[src/rtl/pipe_hazard_ctrl.sv]
// Hazard controller for a 5-stage pipeline: stalls, flushes, memory holds and statistics.
// Optional operand forwarding is compiled in with `define HAZARD_FWD_EN.
module pipe_hazard_ctrl #(
    parameter int CNT_W = 16
) (
    input  logic             clkIn,
    input  logic             resetIn,
    input  logic [4:0]       rs1In,
    input  logic [4:0]       rs2In,
    input  logic             useRs1In,
    input  logic             useRs2In,
    input  logic [4:0]       exRdIn,
    input  logic             exRegWriteIn,
    input  logic             exMemReadIn,
    input  logic [4:0]       maRdIn,
    input  logic             maRegWriteIn,
    input  logic             branchTakenIn,
    input  logic             memReadyIn,
    output logic             pcWriteOut,
    output logic             ifidWriteOut,
    output logic             ifidFlushOut,
    output logic             idexBubbleOut,
    output logic             pipeHoldOut,
    output logic [1:0]       fwdAOut,
    output logic [1:0]       fwdBOut,
    output logic [CNT_W-1:0] stallCntOut,
    output logic [CNT_W-1:0] flushCntOut,
    output logic [1:0]       stateOut
);

    typedef enum logic [1:0] {RUN = 2'd0, STALL = 2'd1, MEMWAIT = 2'd2} state_t;

    state_t     state_r, saved_r, eff_state, nxt_state, nxt_saved;
    logic [1:0] stall_ctr_r, nxt_ctr;
    logic       stall_inc, flush_inc;
    logic       ex_m1, ex_m2, ma_m1, ma_m2, haz_ex, haz_ma;
    logic       stall_req, stall_two;
    logic [1:0] fwd_a, fwd_b;

    function automatic logic [CNT_W-1:0] sat_inc(input logic [CNT_W-1:0] v);
        return (&v) ? v : v + {{(CNT_W-1){1'b0}}, 1'b1};
    endfunction

    assign ex_m1  = exRegWriteIn && (exRdIn != 5'd0) && useRs1In && (rs1In == exRdIn);
    assign ex_m2  = exRegWriteIn && (exRdIn != 5'd0) && useRs2In && (rs2In == exRdIn);
    assign ma_m1  = maRegWriteIn && (maRdIn != 5'd0) && useRs1In && (rs1In == maRdIn);
    assign ma_m2  = maRegWriteIn && (maRdIn != 5'd0) && useRs2In && (rs2In == maRdIn);
    assign haz_ex = ex_m1 || ex_m2;
    assign haz_ma = ma_m1 || ma_m2;

`ifdef HAZARD_FWD_EN
    // Only a load in EX cannot be forwarded in time; everything else is bypassed.
    assign stall_req = haz_ex && exMemReadIn;
    assign stall_two = 1'b0;
    assign fwd_a = (ex_m1 && !exMemReadIn) ? 2'b01 : (ma_m1 ? 2'b10 : 2'b00);
    assign fwd_b = (ex_m2 && !exMemReadIn) ? 2'b01 : (ma_m2 ? 2'b10 : 2'b00);
`else
    logic unused_mem_read;
    assign unused_mem_read = exMemReadIn;
    assign stall_req = haz_ex || haz_ma;
    assign stall_two = haz_ex;
    assign fwd_a     = 2'b00;
    assign fwd_b     = 2'b00;
`endif

    assign fwdAOut   = resetIn ? 2'b00 : fwd_a;
    assign fwdBOut   = resetIn ? 2'b00 : fwd_b;
    assign eff_state = (state_r == MEMWAIT) ? saved_r : state_r;
    assign stateOut  = state_r;

    always_comb begin
        pcWriteOut    = 1'b1;
        ifidWriteOut  = 1'b1;
        ifidFlushOut  = 1'b0;
        idexBubbleOut = 1'b0;
        pipeHoldOut   = 1'b0;
        nxt_state     = eff_state;
        nxt_saved     = saved_r;
        nxt_ctr       = stall_ctr_r;
        stall_inc     = 1'b0;
        flush_inc     = 1'b0;
        if (resetIn) begin
            pcWriteOut    = 1'b0;
            ifidWriteOut  = 1'b0;
            ifidFlushOut  = 1'b1;
            idexBubbleOut = 1'b1;
        end else if (!memReadyIn) begin
            pcWriteOut   = 1'b0;
            ifidWriteOut = 1'b0;
            pipeHoldOut  = 1'b1;
            nxt_state    = MEMWAIT;
            if (state_r != MEMWAIT) nxt_saved = state_r;
        end else if (branchTakenIn) begin
            ifidFlushOut  = 1'b1;
            idexBubbleOut = 1'b1;
            nxt_ctr       = 2'd0;
            nxt_state     = RUN;
            flush_inc     = 1'b1;
        end else if (eff_state == STALL) begin
            pcWriteOut    = 1'b0;
            ifidWriteOut  = 1'b0;
            idexBubbleOut = 1'b1;
            stall_inc     = 1'b1;
            nxt_ctr       = (stall_ctr_r != 2'd0) ? stall_ctr_r - 2'd1 : 2'd0;
            nxt_state     = (stall_ctr_r <= 2'd1) ? RUN : STALL;
        end else if (stall_req) begin
            pcWriteOut    = 1'b0;
            ifidWriteOut  = 1'b0;
            idexBubbleOut = 1'b1;
            stall_inc     = 1'b1;
            if (stall_two) begin
                nxt_ctr   = 2'd1;
                nxt_state = STALL;
            end else begin
                nxt_state = RUN;
            end
        end
    end

    always_ff @(posedge clkIn) begin
        if (resetIn) begin
            state_r     <= RUN;
            saved_r     <= RUN;
            stall_ctr_r <= 2'd0;
            stallCntOut <= '0;
            flushCntOut <= '0;
        end else begin
            state_r     <= nxt_state;
            saved_r     <= nxt_saved;
            stall_ctr_r <= nxt_ctr;
            if (stall_inc) stallCntOut <= sat_inc(stallCntOut);
            if (flush_inc) flushCntOut <= sat_inc(flushCntOut);
        end
    end

endmodule

[config.mk]
export PLATFORM = sky130hd
export DESIGN_NAME = pipe_hazard_ctrl
export DESIGN_NICKNAME = d
export VERILOG_FILES = /design/src/rtl/pipe_hazard_ctrl.sv
export SDC_FILE = /design/constraint.sdc
export NUM_CORES = 1
export LEC_CHECK = 0
export ABC_AREA = 1
export BUFFER_PORTS_ARGS = -buffer_cell sky130_fd_sc_hd__buf_2
export CELL_PAD_IN_SITES_DETAIL_PLACEMENT = 1
export CELL_PAD_IN_SITES_GLOBAL_PLACEMENT = 1
export CORE_MARGIN = 4
export CORE_UTILIZATION = 38
export DETAILED_ROUTE_END_ITERATION = 8
export PLACE_DENSITY = 0.87
export SLEW_MARGIN = 40
export SYNTH_ARGS = -nofsm -noshare
export SYNTH_HDL_FRONTEND = slang
export SYNTH_SLANG_ARGS = --single-unit
[constraint.sdc]
create_clock -name clkIn -period 3.3 [get_ports clkIn]
set_clock_uncertainty 0.1 [all_clocks]
set_input_delay 0.66 -clock clkIn [delete_from_list [all_inputs] [get_ports clkIn]]
set_output_delay 0.66 -clock clkIn [all_outputs]
set_load 0.02 [all_outputs]
# Word-level counts from Yosys, hierarchy flattened
# Cells that the tools add are included.
# word_totals
regBits,38
inputBits,29
output_inout_bits,43
word_cells,76
# classes
add_sub_neg,3
order_cmp,1
eq_ne,7
n_mux,31
bitwise,3
n_reduce_logical,25
# op_table
op,count
adder 16 x 1 -> 16 bit (second input constant),2
AND reduction 16 bit,2
two-way mux 1 bit,21
== test 5 bit,4
two-way mux 2 bit,10
logical AND 1 bit,10
nonzero test 5 bit,2
AND reduction 2 bit,3
nonzero test 3 bit,2
logical OR 1 bit,3
NOT 1 bit,3
AND reduction 3 bit,1
OR reduction 3 bit,1
== test 2 x 1 -> 1 bit (second input constant),1
== test 2 bit (second input constant),1
less-or-equal comparator 2 x 1 -> 1 bit (second input constant),1
!= test 2 bit (second input constant),1
nonzero test 2 bit,1
subtractor 2 x 1 -> 2 bit (second input constant),1

# Longest topological paths before layout
# Gate-level depths: netlist of run 1.
# logic_depth
word_depth,12
depth_mapped,13
depth_no_buf,13

# Worst setup path after synthesis of run 1
# No wires, ideal clock.
# synth_timing
path_kind,input to output
start,input exRdIn[0]
end,output pcWriteOut
arrival_ps,2338
required_time_ps,2540
setup_slack_ps,202
cell_stages,11
path_buffers,2
path_cell_list,inv_1 > nand2_1 > nand2_1 > nor2_1 > nand3_1 > nand2_1 > nand2_1 > nand3_2 > buf_4 > a211oi_1 > buf_4
# synth_via
elab_chain_cells,11
elab_cells_between_ends,15
cone_classes,2 x eq/ne; 5 x mux; 8 x reduce/logical
# synth_lines
item,line,text
from (decl),12,"input logic [4:0] exRdIn,"
nonzero test 5 bit,"44, 45",
logical AND 1 bit,"44, 45",
"logical AND 1 bit, on equally long branches (2 in a row)","44, 45",
logical OR 1 bit (*),48,assign haz_ex = ex_m1 || ex_m2;
logical OR 1 bit (*),60,assign stall_req = haz_ex || haz_ma;
two-way mux 1 bit (*) (5 in a row),n/a,
to (decl),19,"output logic pcWriteOut,"
# Every way passes the cells marked *; elsewhere a longest branch is shown, timed or not.

# Worst setup path in the final report of run 1
# layout_timing
start,input exRdIn[1]
end,output pcWriteOut
# layout_via
elab_chain_cells,11
elab_cells_between_ends,15
cone_classes,2 x eq/ne; 5 x mux; 8 x reduce/logical
# layout_lines
item,line,text
nonzero test 5 bit,"44, 45",
logical AND 1 bit,"44, 45",
"logical AND 1 bit, on equally long branches (2 in a row)","44, 45",
logical OR 1 bit (*),48,
logical OR 1 bit (*),60,
two-way mux 1 bit (*),106,end else if (stall_req) begin
two-way mux 1 bit (*),99,end else if (eff_state == STALL) begin
two-way mux 1 bit (*),93,end else if (branchTakenIn) begin
two-way mux 1 bit (*),87,end else if (!memReadyIn) begin
two-way mux 1 bit (*),82,if (resetIn) begin
# Marked as above.

==> results of run 1 <==
[kinds of logic after synthesis]
logic type	Yosys count	share of synthesized area (%)
AOI/OAI and AO/OA	57	12.71
adders and majority gates	2	0.9740
and+or+nand+nor	221	39.11
DFF	38	29.62
other	1	0.1460
buffers and inverters	71	11.64
xor gates and xnor gates	17	5.796
[through the flow]
stage | cells | setup WS [ps] | util (%)
final | 551 | 516.1 | 46.94
after global routing | 551 | 378.9 | 46.94
after CTS | 551 | 503.6 | 46.94
after detailed placement | 544 | 502.6 | 45.76
after global placement | 544 | 580.2 | 45.76
after floorplan | 410 | 202.1 | -
[critical path: stages]
cell and delay [ps]:
buf_2 100, inv_1 110, nand4_1 110, o21ai_1 140
inv_1 60, nand2_1 170, nand3_2 110, a211oi_1 320
buf_2 230
[worst max path at each step]
stage,slack (ps),to,cells past startpoint
CTS,500,ifidWriteOut,9
detailed placement,500,ifidWriteOut,9
floorplan,200,pcWriteOut,11
global route,380,pcWriteOut,9
finish,520,pcWriteOut,9
global placement,580,pcWriteOut,11
[cell usage after synthesis]
cell      instances
nand3_1          22
nand2_1         117
nor2_2            1
nand3_4           1
o31ai_1           1
nor2_1           39
dfxtp_1          38
conb_1            1
a31oi_1           1
xor2_1           11
nor3_2            3
o21ai_1           7
ha_1              2
inv_2            10
inv_1            48
a21oi_2           8
nor4_1            4
a211oi_1          1
buf_2             2
nor2_4            1
nand2_2           2
nor3_4            1
o21ai_0          13
nor3_1            8
clkbuf_1          4
a21oi_1          24
nand3_2           2
xnor2_1           6
o21a_1            2
buf_4             6
buf_6             1
nand4_1          19
nand2_4           1
[sequential cells by signal (all words and copies together), names as in the netlist]
register and flops:
stateOut 2, stall_ctr_r 2, flushCntOut 16, stallCntOut 16
saved_r 2
[power by group through the flow]
stage / Clock, mW / Sequential (mW) / Combinational, mW
6_report: 0.305 / 0.465 / 0.124
5_1_grt: 0.335 / 0.465 / 0.140
4_1_cts: 0.316 / 0.465 / 0.125
3_5_place_dp: 0 / 0.476 / 0.124
3_3_place_gp: 0 / 0.475 / 0.120
2_1_floorplan: 0 / 0.477 / 0.0755
[layout make-up]
type	instances	area [um2]
fillers	935	3427
multi-input cells	301	1520
flip-flops and latches	38	760.7
repair buffers	70	360.3
inverters	58	217.7
well taps	77	96.34
clock buffers	7	76.32
[layer usage]
metal  share of wire (%)  track usage, %  up-vias
met1                  46           23.57     1283
met4                 2.0           6.250        0
met2                  48           33.04       59
met5                   0               0        -
li1                    -               -     1426
met3                 3.9           3.506       14
==> flow_metrics.env, run 1 <==
export IMPL_outcome="finished clean"
export IMPL_num_io_pins=72
export IMPL_avgViaCountPerCell=5.049
export IMPL_worstSetupPathType="in -> out"
export IMPL_layout_common_cells="nand2_1 (117), buf_2 (66), inv_1 (48), nor2_1 (39), dfxtp_1 (38)"
export IMPL_ir_worst_vdd_uv=116.0
export IMPL_rr_startpoint="stallCntOut[0]"
export IMPL_pwr_share_comb_pct=13.8
export IMPL_ant_nets=0
export IMPL_p_int_mw=0.6473
export IMPL_row_count=29
export IMPL_powerDensity_nw_per_um2=294.8
export IMPL_drt_iter0_drc=52
export IMPL_area_growth_pct=18.02
export IMPL_drcViolationCount=0
export IMPL_synth_top_cell_area_share_pct=29.62
export IMPL_die_h_um=90.22
export IMPL_cts_root_buf="clkbuf_8"
export IMPL_ys_seq_area_share_pct=29.62
export IMPL_crit_start="exRdIn[1]"
export IMPL_arrival_ps=2020
export IMPL_htreeDepth=2
export IMPL_io_buffers=66
export IMPL_finalSetupTns_ps=0
export IMPL_detail_route_wl_per_cell_um=13.81
export IMPL_r2r_slack_ps=1200
export IMPL_period_minus_slack_ps=2784
export IMPL_syn_inst=407
export IMPL_grt_first_pass_wirelength_um=13190
export IMPL_r2r_cells=9
export IMPL_start_util_pct=39.77
export IMPL_grt_util_all_layers_pct=19.01
export IMPL_first_pass_iters=4
export IMPL_r2r_end="stallCntOut[13]"
export IMPL_critPathMaxFanout=4
export IMPL_startpoint_type="input pin"
export IMPL_dieArea_um2=8139
export IMPL_swShare_pct=27.57
export IMPL_maxSlewHeadroom_pct=54.63
export IMPL_power_share_clock_pct=34.1
export IMPL_crit_required_ps=2540
export IMPL_grt_pass1_vias=2852
export IMPL_post_cts_resized=0
export IMPL_power_frac_seq_pct=52.0
export IMPL_design_area_um2=3032
export IMPL_cts_reportedPaths_clkPinSlew_ps=70
export IMPL_ys_types=33
export IMPL_clockBufferDepth=2
export IMPL_ys_warn_count=0
export IMPL_postCtsHoldBufs=0
export IMPL_p_leak_nw=1.448
export IMPL_syn_area_um2=2569
export IMPL_dieWidth_um=90.22
export IMPL_cts_buffers=5
export IMPL_clock_fmax_ghz=0.3592
export IMPL_dp_hpwl_um=6178
export IMPL_cts_sinks=38
export IMPL_gr_total_overflow=0
export IMPL_worst_pin_slew_ps=676.8
export IMPL_nets=505
export IMPL_cts_tree="done"
export IMPL_synth_ff_latch_count=38
export IMPL_p_sw_mw=0.2463
export IMPL_whs_endpoint="saved_r[1]"
export IMPL_rsz0062_at_grt="false"
export IMPL_cap_violations=0
export IMPL_p_total_mw=0.8936
export IMPL_holdPathStages=2
export IMPL_antenna_found_initial=0
export IMPL_routed_wl_um=7612
export IMPL_clkLatencyLatePin_ps=290
export IMPL_layout_drive_gt1_share_pct=22.15
export IMPL_min_from="saved_r[1]"
export IMPL_post_cts_buffers=0
export IMPL_slew_violations=0
export IMPL_hold_path_class="reg -> reg"
export IMPL_core_um2=6459
export IMPL_dpl_cell_area_um2=2955
export IMPL_via_count=2782
export IMPL_grt_max_degree=18
export IMPL_synth_area_leader_cell="dfxtp_1"
export IMPL_antenna_cells=0
export IMPL_syn_avg_cell_area_um2=6.311
export IMPL_layout_commonest_cell="nand2_1"
export IMPL_gp_congestion=0.8720
export IMPL_crit_path_end_kind="primary output"
export IMPL_synth_area_leaders="dfxtp_1 (30%), nand2_1 (17%), inv_1 (7.0%), nor2_1 (5.7%), a21oi_1 (4.7%)"
export IMPL_finalHoldViolCount=0
export IMPL_hold_ws_ps=373.2
export IMPL_finalSetupViolations=0
export IMPL_fin_crit_sh_pct=84.36
Power figures use the tool's default switching activity.
==> run 2: changes to the inputs <==
--- a/config.mk
+++ b/config.mk
@@ -5,14 +5,14 @@
 export SDC_FILE = /design/constraint.sdc
 export NUM_CORES = 1
 export LEC_CHECK = 0
-export ABC_AREA = 1
+export ABC_AREA = 0
 export BUFFER_PORTS_ARGS = -buffer_cell sky130_fd_sc_hd__buf_2
 export CELL_PAD_IN_SITES_DETAIL_PLACEMENT = 1
 export CELL_PAD_IN_SITES_GLOBAL_PLACEMENT = 1
 export CORE_MARGIN = 4
-export CORE_UTILIZATION = 38
+export CORE_UTILIZATION = 33
 export DETAILED_ROUTE_END_ITERATION = 8
-export PLACE_DENSITY = 0.87
+export PLACE_DENSITY = 0.79
 export SLEW_MARGIN = 40
 export SYNTH_ARGS = -nofsm -noshare
 export SYNTH_HDL_FRONTEND = slang
==> constraint.sdc (replaced) <==
create_clock -name clkIn -period 2.25 [get_ports clkIn]
set_clock_uncertainty 0.1 [all_clocks]
set_input_delay 0.45 -clock clkIn [delete_from_list [all_inputs] [get_ports clkIn]]
set_output_delay 0.45 -clock clkIn [all_outputs]
set_load 0.02 [all_outputs]
==> run 2 against run 1 <==
Effect of this change: the run now ends with setup timing left; critical path depth shrank 2; routed wire length shrank 7.0%; clock power grew 67%; via count shrank 18%; largest cell class unchanged; largest power group unchanged.
==> flow_metrics.env, run 2 <==
export IMPL_powerDensity_nw_per_um2=462.3
export IMPL_outcome="finished with violations"
export IMPL_ir_worst_vdd_uv=268.9
export IMPL_crit_required_ps=1700
export IMPL_row_count=29
export IMPL_syn_avg_cell_area_um2=8.368
export IMPL_postCtsHoldBufs=0
export IMPL_hold_path_class="reg -> reg"
export IMPL_synth_top_cell_area_share_pct=34.57
export IMPL_largest_registers="flushCntOut: 16 flops, stallCntOut: 16 flops"
export IMPL_synth_edf_count=0
export IMPL_via_count=2279
export IMPL_synth_area_leader_cell="dfxtp_1"
export IMPL_holdPathStages=2
export IMPL_fin_cells=432
export IMPL_first_pass_iters=4
export IMPL_area_growth_pct=38.09
export IMPL_htreeDepth=2
export IMPL_grt_first_pass_wirelength_um=11240
export IMPL_cap_violations=0
export IMPL_ys_types=50
export IMPL_ys_warn_count=0
export IMPL_dp_cells=422
export IMPL_ant_nets=0
export IMPL_cp_cell_sequence="buf_6, or4_1, o21a_1, a22o_4, o31ai_4, nand2b_1, buf_6"
export IMPL_min_from="saved_r[1]"
export IMPL_cts_reportedPaths_clkPinSlew_ps=80
export IMPL_cp_depth=7
export IMPL_max_stage_delay_ps=520
export IMPL_r2r_cells=7
export IMPL_ys_seq_area_share_pct=34.57
export IMPL_synth_most_common_cell="dfxtp_1"
export IMPL_clock_fmax_ghz=0.3929
export IMPL_grt_max_degree=45
export IMPL_cts_sinks=38
export IMPL_grt_util_all_layers_pct=18.05
export IMPL_routed_wl_um=7080
export IMPL_met3_usage_pct=4.380
export IMPL_path_common_cell="buf_6"
export IMPL_cp_top_family="compound AO/OA/AOI/OAI gates"
export IMPL_clockBufferDepth=2
export IMPL_r2r_end="stallCntOut[8]"
export IMPL_gr_total_overflow=0
export IMPL_io_buffers=66
export IMPL_met1_usage_pct=21.74
export IMPL_finalSetupViolations=4
export IMPL_die_h_um=89.67
export IMPL_top_usage_layer="met2"
export IMPL_hold_ws_ps=402.7
export IMPL_avgViaCountPerCell=5.275
export IMPL_r2r_slack_ps=100
export IMPL_synth_ff_latch_count=38
export IMPL_layout_commonest_cell="buf_2"
export IMPL_drt_iter0_drc=77
export IMPL_antenna_found_initial=0
export IMPL_cts_buffers=5
export IMPL_slew_violations=0
export IMPL_syn_area_um2=2201
export IMPL_dieArea_um2=8040
export IMPL_p_leak_nw=1.260
export IMPL_async_reset_ff_share_pct=0
export IMPL_clkLatencyLatePin_ps=300
export IMPL_arrival_ps=2000
export IMPL_rr_startpoint="stallCntOut[3]"
export IMPL_violations="setup timing"
export IMPL_synth_ff_type="dfxtp_1"
export IMPL_critPathBufInv=2
export IMPL_fin_crit_sh_pct=113.1
export IMPL_num_io_pins=72
export IMPL_antenna_cells=0
export IMPL_layout_drive_gt1_share_pct=37.18
export IMPL_start_util_pct=34.27
export IMPL_rsz0062_at_grt="true"
export IMPL_finalHoldViolCount=0
export IMPL_worstSetupPathType="in -> out"
export IMPL_detail_route_wl_per_cell_um=16.39
export IMPL_nets=385
export IMPL_dpl_cell_area_um2=2789
export IMPL_startpoint_type="input pin"
export IMPL_drcViolationCount=0
export IMPL_cp_slowest_cell="or4_1"
export IMPL_syn_inst=263
export IMPL_whs_endpoint="saved_r[1]"
export IMPL_layout_common_cells="buf_2 (61), dfxtp_1 (38), nor2_1 (29), buf_4 (28), xnor2_1 (22)"
export IMPL_cts_tree="done"
export IMPL_critPathMaxFanout=3
export IMPL_design_area_um2=3039
export IMPL_core_um2=6422
export IMPL_dieWidth_um=89.67
export IMPL_crit_path_end_kind="primary output"
export IMPL_cts_root_buf="clkbuf_8"
export IMPL_grt_use_met2_pct=30.05
export IMPL_dp_hpwl_um=5045
export IMPL_yosys_top_cells_count="dfxtp_1 (38), nor2_1 (29), xnor2_1 (25), nand2_1 (20), a21oi_1 (13)"
export IMPL_fin_ws_ps=-295.3
export IMPL_gp_congestion=0.8025
export IMPL_period_minus_slack_ps=2545
export IMPL_synth_area_leaders="dfxtp_1 (35%), xnor2_1 (9.9%), nor2_1 (4.9%), xor2_1 (4.4%), nand2_1 (3.4%)"
export IMPL_grt_pass1_vias=2347
run 2: logic make-up after synthesis:
| group | count (synthesis) | synth area share, % |
|---|---|---|
| AND/OR/NAND/NOR | 108 | 25.36 |
| AO/OA/AOI/OAI | 53 | 17.28 |
| flip-flops | 38 | 34.57 |
| XOR/XNOR | 36 | 14.33 |
| buffers and inverters | 20 | 4.719 |
| multiplexers | 5 | 2.444 |
| adder cells (fa/ha/maj) | 2 | 1.137 |
| other | 1 | 0.1704 |
run 2: area by class of cell:
type                            instances  area [um2]
Clock inverter                          2       12.51
Fill cell                             786        3383
Sequential cell                        38       760.7
Clock buffer                            6       82.58
Tap cell                               77       96.34
Multi-Input combinational cell        208        1474
Timing Repair Buffer                   96       594.3
Inverter                                5       18.77
run 2: per-layer routing:
metal,vias up,part of all wire [%]
li1,1112,-
met1,1087,44
met2,61,49
met3,19,4.4
met4,0,2.7
met5,-,0
run 2: repair_timing:
item / in CTS / in global routing
buffers inserted: 3 / 3
pin swaps: 10 / 12
setup endpoints to repair: 10 / 21
gates resized for setup: 16 / 15
run 2: worst max-delay path by stage:
| stage | slack (ps) | to | startpoint |
|---|---|---|---|
| after detailed placement | -410 | stallCntOut[9] | exRdIn[1] |
| after global placement | -400 | idexBubbleOut | exRdIn[1] |
| after CTS | -280 | idexBubbleOut | exRdIn[1] |
| after global routing | -340 | idexBubbleOut | maRdIn[1] |
| after floorplan | -160 | pcWriteOut | exRdIn[1] |
| final | -300 | idexBubbleOut | exRdIn[1] |
run 2: worst reg2reg max path, delay by kind of cell, from the launching register on:
family / cells / cell delay [ps]
muxes: 1 / 320
AOI/OAI and AO/OA: 2 / 450
DFF: 1 / 400
and+or+nand+nor: 4 / 770
run 2: power by group:
| group | switching, mW | internal (mW) | leakage (nW) |
|---|---|---|---|
| combinational | 0.115 | 0.103 | 0.906 |
| sequential | 0.00454 | 0.675 | 0.306 |
| clock | 0.261 | 0.247 | 0.0472 |
| total | 0.381 | 1.02 | 1.26 |
run 2: metrics by stage:
step	total power [mW]	util (%)	TNS (ps)	worst slack [ps]
2_1_floorplan	0.7992	-	-340.1	-162.4
3_3_place_gp	0.8723	43.42	-4186	-401.0
3_5_place_dp	0.8793	43.42	-5558	-414.1
4_1_cts	1.410	46.13	-751.8	-282.7
5_1_grt	1.465	47.32	-1097	-338.6
6_report	1.405	47.32	-753.9	-295.3
==> run 3: changes to the inputs <==
--- a/config.mk
+++ b/config.mk
@@ -7,12 +7,10 @@
 export LEC_CHECK = 0
 export ABC_AREA = 0
 export BUFFER_PORTS_ARGS = -buffer_cell sky130_fd_sc_hd__buf_2
-export CELL_PAD_IN_SITES_DETAIL_PLACEMENT = 1
-export CELL_PAD_IN_SITES_GLOBAL_PLACEMENT = 1
 export CORE_MARGIN = 4
-export CORE_UTILIZATION = 33
+export CORE_UTILIZATION = 45
 export DETAILED_ROUTE_END_ITERATION = 8
-export PLACE_DENSITY = 0.79
+export PLACE_DENSITY = 0.81
 export SLEW_MARGIN = 40
 export SYNTH_ARGS = -nofsm -noshare
 export SYNTH_HDL_FRONTEND = slang
==> run 3 against run 2 <==
Effect of this change: the flow still finishes with violations (setup timing); non-clock buffer count down 1; global-route usage up 1.6 points; largest cell class unchanged; die area down 24%; count of clock-buffer cells in the layout up 2; critical path depth unchanged; flip-flop and latch count unchanged; highest routed layer unchanged; first-iteration DRC count up 130%; combinational power about the same; worst hold slack worse by 15 ps; via count down 0.83%; maximum frequency down 0.61%.
==> flow_metrics.env, run 3 (synthesis results as in run 2) <==
export IMPL_outcome="finished with violations"
export IMPL_violations="setup timing"
export IMPL_cts_sinks=38
export IMPL_arrival_ps=2010
export IMPL_routed_wl_um=6094
export IMPL_finalHoldViolCount=0
export IMPL_crit_path_end_kind="primary output"
export IMPL_dieArea_um2=6074
export IMPL_min_from="saved_r[1]"
export IMPL_nets=384
export IMPL_cp_depth=7
export IMPL_finish_utilization_pct=64.72
export IMPL_drt_iter0_drc=175
export IMPL_start_util_pct=46.60
export IMPL_dieWidth_um=77.94
export IMPL_core_um2=4723
export IMPL_first_pass_iters=4
export IMPL_p_leak_nw=1.282
export IMPL_fin_ws_ps=-310.8
export IMPL_dpl_cell_area_um2=2759
export IMPL_r2r_end="stallCntOut[2]"
export IMPL_area_growth_pct=38.89
export IMPL_gr_total_overflow=0
export IMPL_antenna_found_initial=0
export IMPL_drcViolationCount=0
export IMPL_finalSetupTns_ps=-837.6
export IMPL_crit_start="exRdIn[3]"
export IMPL_grt_first_pass_wirelength_um=9694
export IMPL_die_h_um=77.94
export IMPL_rr_startpoint="stallCntOut[2]"
export IMPL_cp_top_family="compound AO/OA/AOI/OAI gates"
export IMPL_worstSetupPathType="in -> out"
export IMPL_fillCellCount=360
export IMPL_clock_fmax_ghz=0.3905
export IMPL_cap_violations=0
export IMPL_clkLatencyLatePin_ps=290
export IMPL_avgViaCountPerCell=5.368
export IMPL_layout_common_cells="buf_2 (60), dfxtp_1 (38), nor2_1 (29), buf_4 (26), nand2_1 (20)"
export IMPL_cts_tree="done"
export IMPL_crit_required_ps=1700
export IMPL_clockBufferDepth=2
export IMPL_p_total_mw=1.452
export IMPL_cp_slowest_cell="or4_4"
export IMPL_slew_violations=0
export IMPL_max_stage_delay_ps=530
export IMPL_path_common_cell="buf_6"
export IMPL_cts_buffers=5
export IMPL_antenna_cells=0
export IMPL_htreeDepth=2
export IMPL_gp_congestion=0.8571
export IMPL_r2r_slack_ps=110
export IMPL_grt_util_all_layers_pct=19.68
export IMPL_finalSetupViolations=3
export IMPL_hold_ws_ps=388.0
export IMPL_ir_worst_vdd_uv=325.6
export IMPL_r2r_cells=8
export IMPL_io_buffers=66
export IMPL_cp_cell_sequence="buf_6, or4_4, o21a_1, a22o_4, o31ai_4, nand2b_1, buf_6"
export IMPL_grt_pass1_vias=2209
export IMPL_via_count=2260
export IMPL_hold_path_class="reg -> reg"
export IMPL_dp_hpwl_um=4280
export IMPL_cts_reportedPaths_clkPinSlew_ps=80
export IMPL_period_minus_slack_ps=2561
export IMPL_layout_commonest_cell="buf_2"
export IMPL_powerDensity_nw_per_um2=474.9
export IMPL_design_area_um2=3057
export IMPL_fin_crit_sh_pct=113.8
export IMPL_layout_drive_gt1_share_pct=37.85
export IMPL_startpoint_type="input pin"
export IMPL_cts_root_buf="clkbuf_8"
export IMPL_crit_path_end="idexBubbleOut"
export IMPL_critPathMaxFanout=3
export IMPL_largest_registers="flushCntOut: 16 flops, stallCntOut: 16 flops"
export IMPL_grt_max_degree=45
export IMPL_detail_route_wl_per_cell_um=14.48
export IMPL_rsz0062_at_grt="true"
export IMPL_row_count=25
export IMPL_num_io_pins=72
export IMPL_critPathBufInv=2
export IMPL_ant_nets=0
[run 3: changes by cell type in the layout (fill, tap and decap cells not counted), moves of 2 or more]
| cell | delta |
|---|---|
| buf_4 | -2 |
| buf_12 | +2 |
| clkbuf_8 | +2 |
| xnor2_2 | +5 |
| xnor2_4 | -2 |
| xnor2_1 | -3 |
[run 3: worst min-delay path by stage]
stage                                 to  depth (start not counted)
after global routing      stall_ctr_r[1]                          1
after detailed placement      saved_r[1]                          2
after global placement        saved_r[1]                          2
final                         saved_r[1]                          2
after CTS                     saved_r[1]                          2
after floorplan               saved_r[1]                          2
[run 3: area by class of cell]
type	count	area, um2	area share, %
Clock buffer	8	110.1	3.602
Inverter	5	18.77	0.6140
Tap cell	67	83.83	2.743
Sequential cell	38	760.7	24.89
Multi-Input combinational cell	208	1469	48.06
Timing Repair Buffer	95	614.3	20.10
[run 3: repair_timing]
| action | in CTS | in global routing |
|---|---|---|
| hold buffers | 0 | 0 |
| setup endpoints to repair | 4 | 25 |
| setup buffers | 4 | 3 |
| resized for setup | 13 | 19 |
| pin swaps | 9 | 16 |
[run 3: report_power, final]
group	total [mW]	leakage [nW]	internal (mW)	switching [mW]
Clock	0.557	0.0575	0.310	0.247
Sequential	0.679	0.306	0.675	0.00417
Combinational	0.216	0.919	0.105	0.110
[run 3: metrics by stage]
step / setup slack, ps / cells
6_report: -310.8 / 421
5_1_grt: -359.9 / 421
4_1_cts: -268.0 / 419
3_5_place_dp: -417.5 / 408
3_3_place_gp: -384.5 / 408
2_1_floorplan: -162.4 / 266
[run 3: worst register-to-register path, cell delays in order (launching register included)]
cell	delay, ps
dfxtp_1	420
and4_1	270
and3_1	220
nand3_2	140
o21ai_1	280
a21oi_2	110
buf_4	180
a211o_1	280
o21ai_0	60
[run 3: layer usage]
layer | vias up | track usage (%) | part of all wire, %
met3 | 15 | 4.640 | 5.5
met5 | - | 0 | 0
met1 | 1064 | 21.52 | 40
met2 | 72 | 35.62 | 53
met4 | 0 | 9.091 | 2.1
li1 | 1109 | - | -
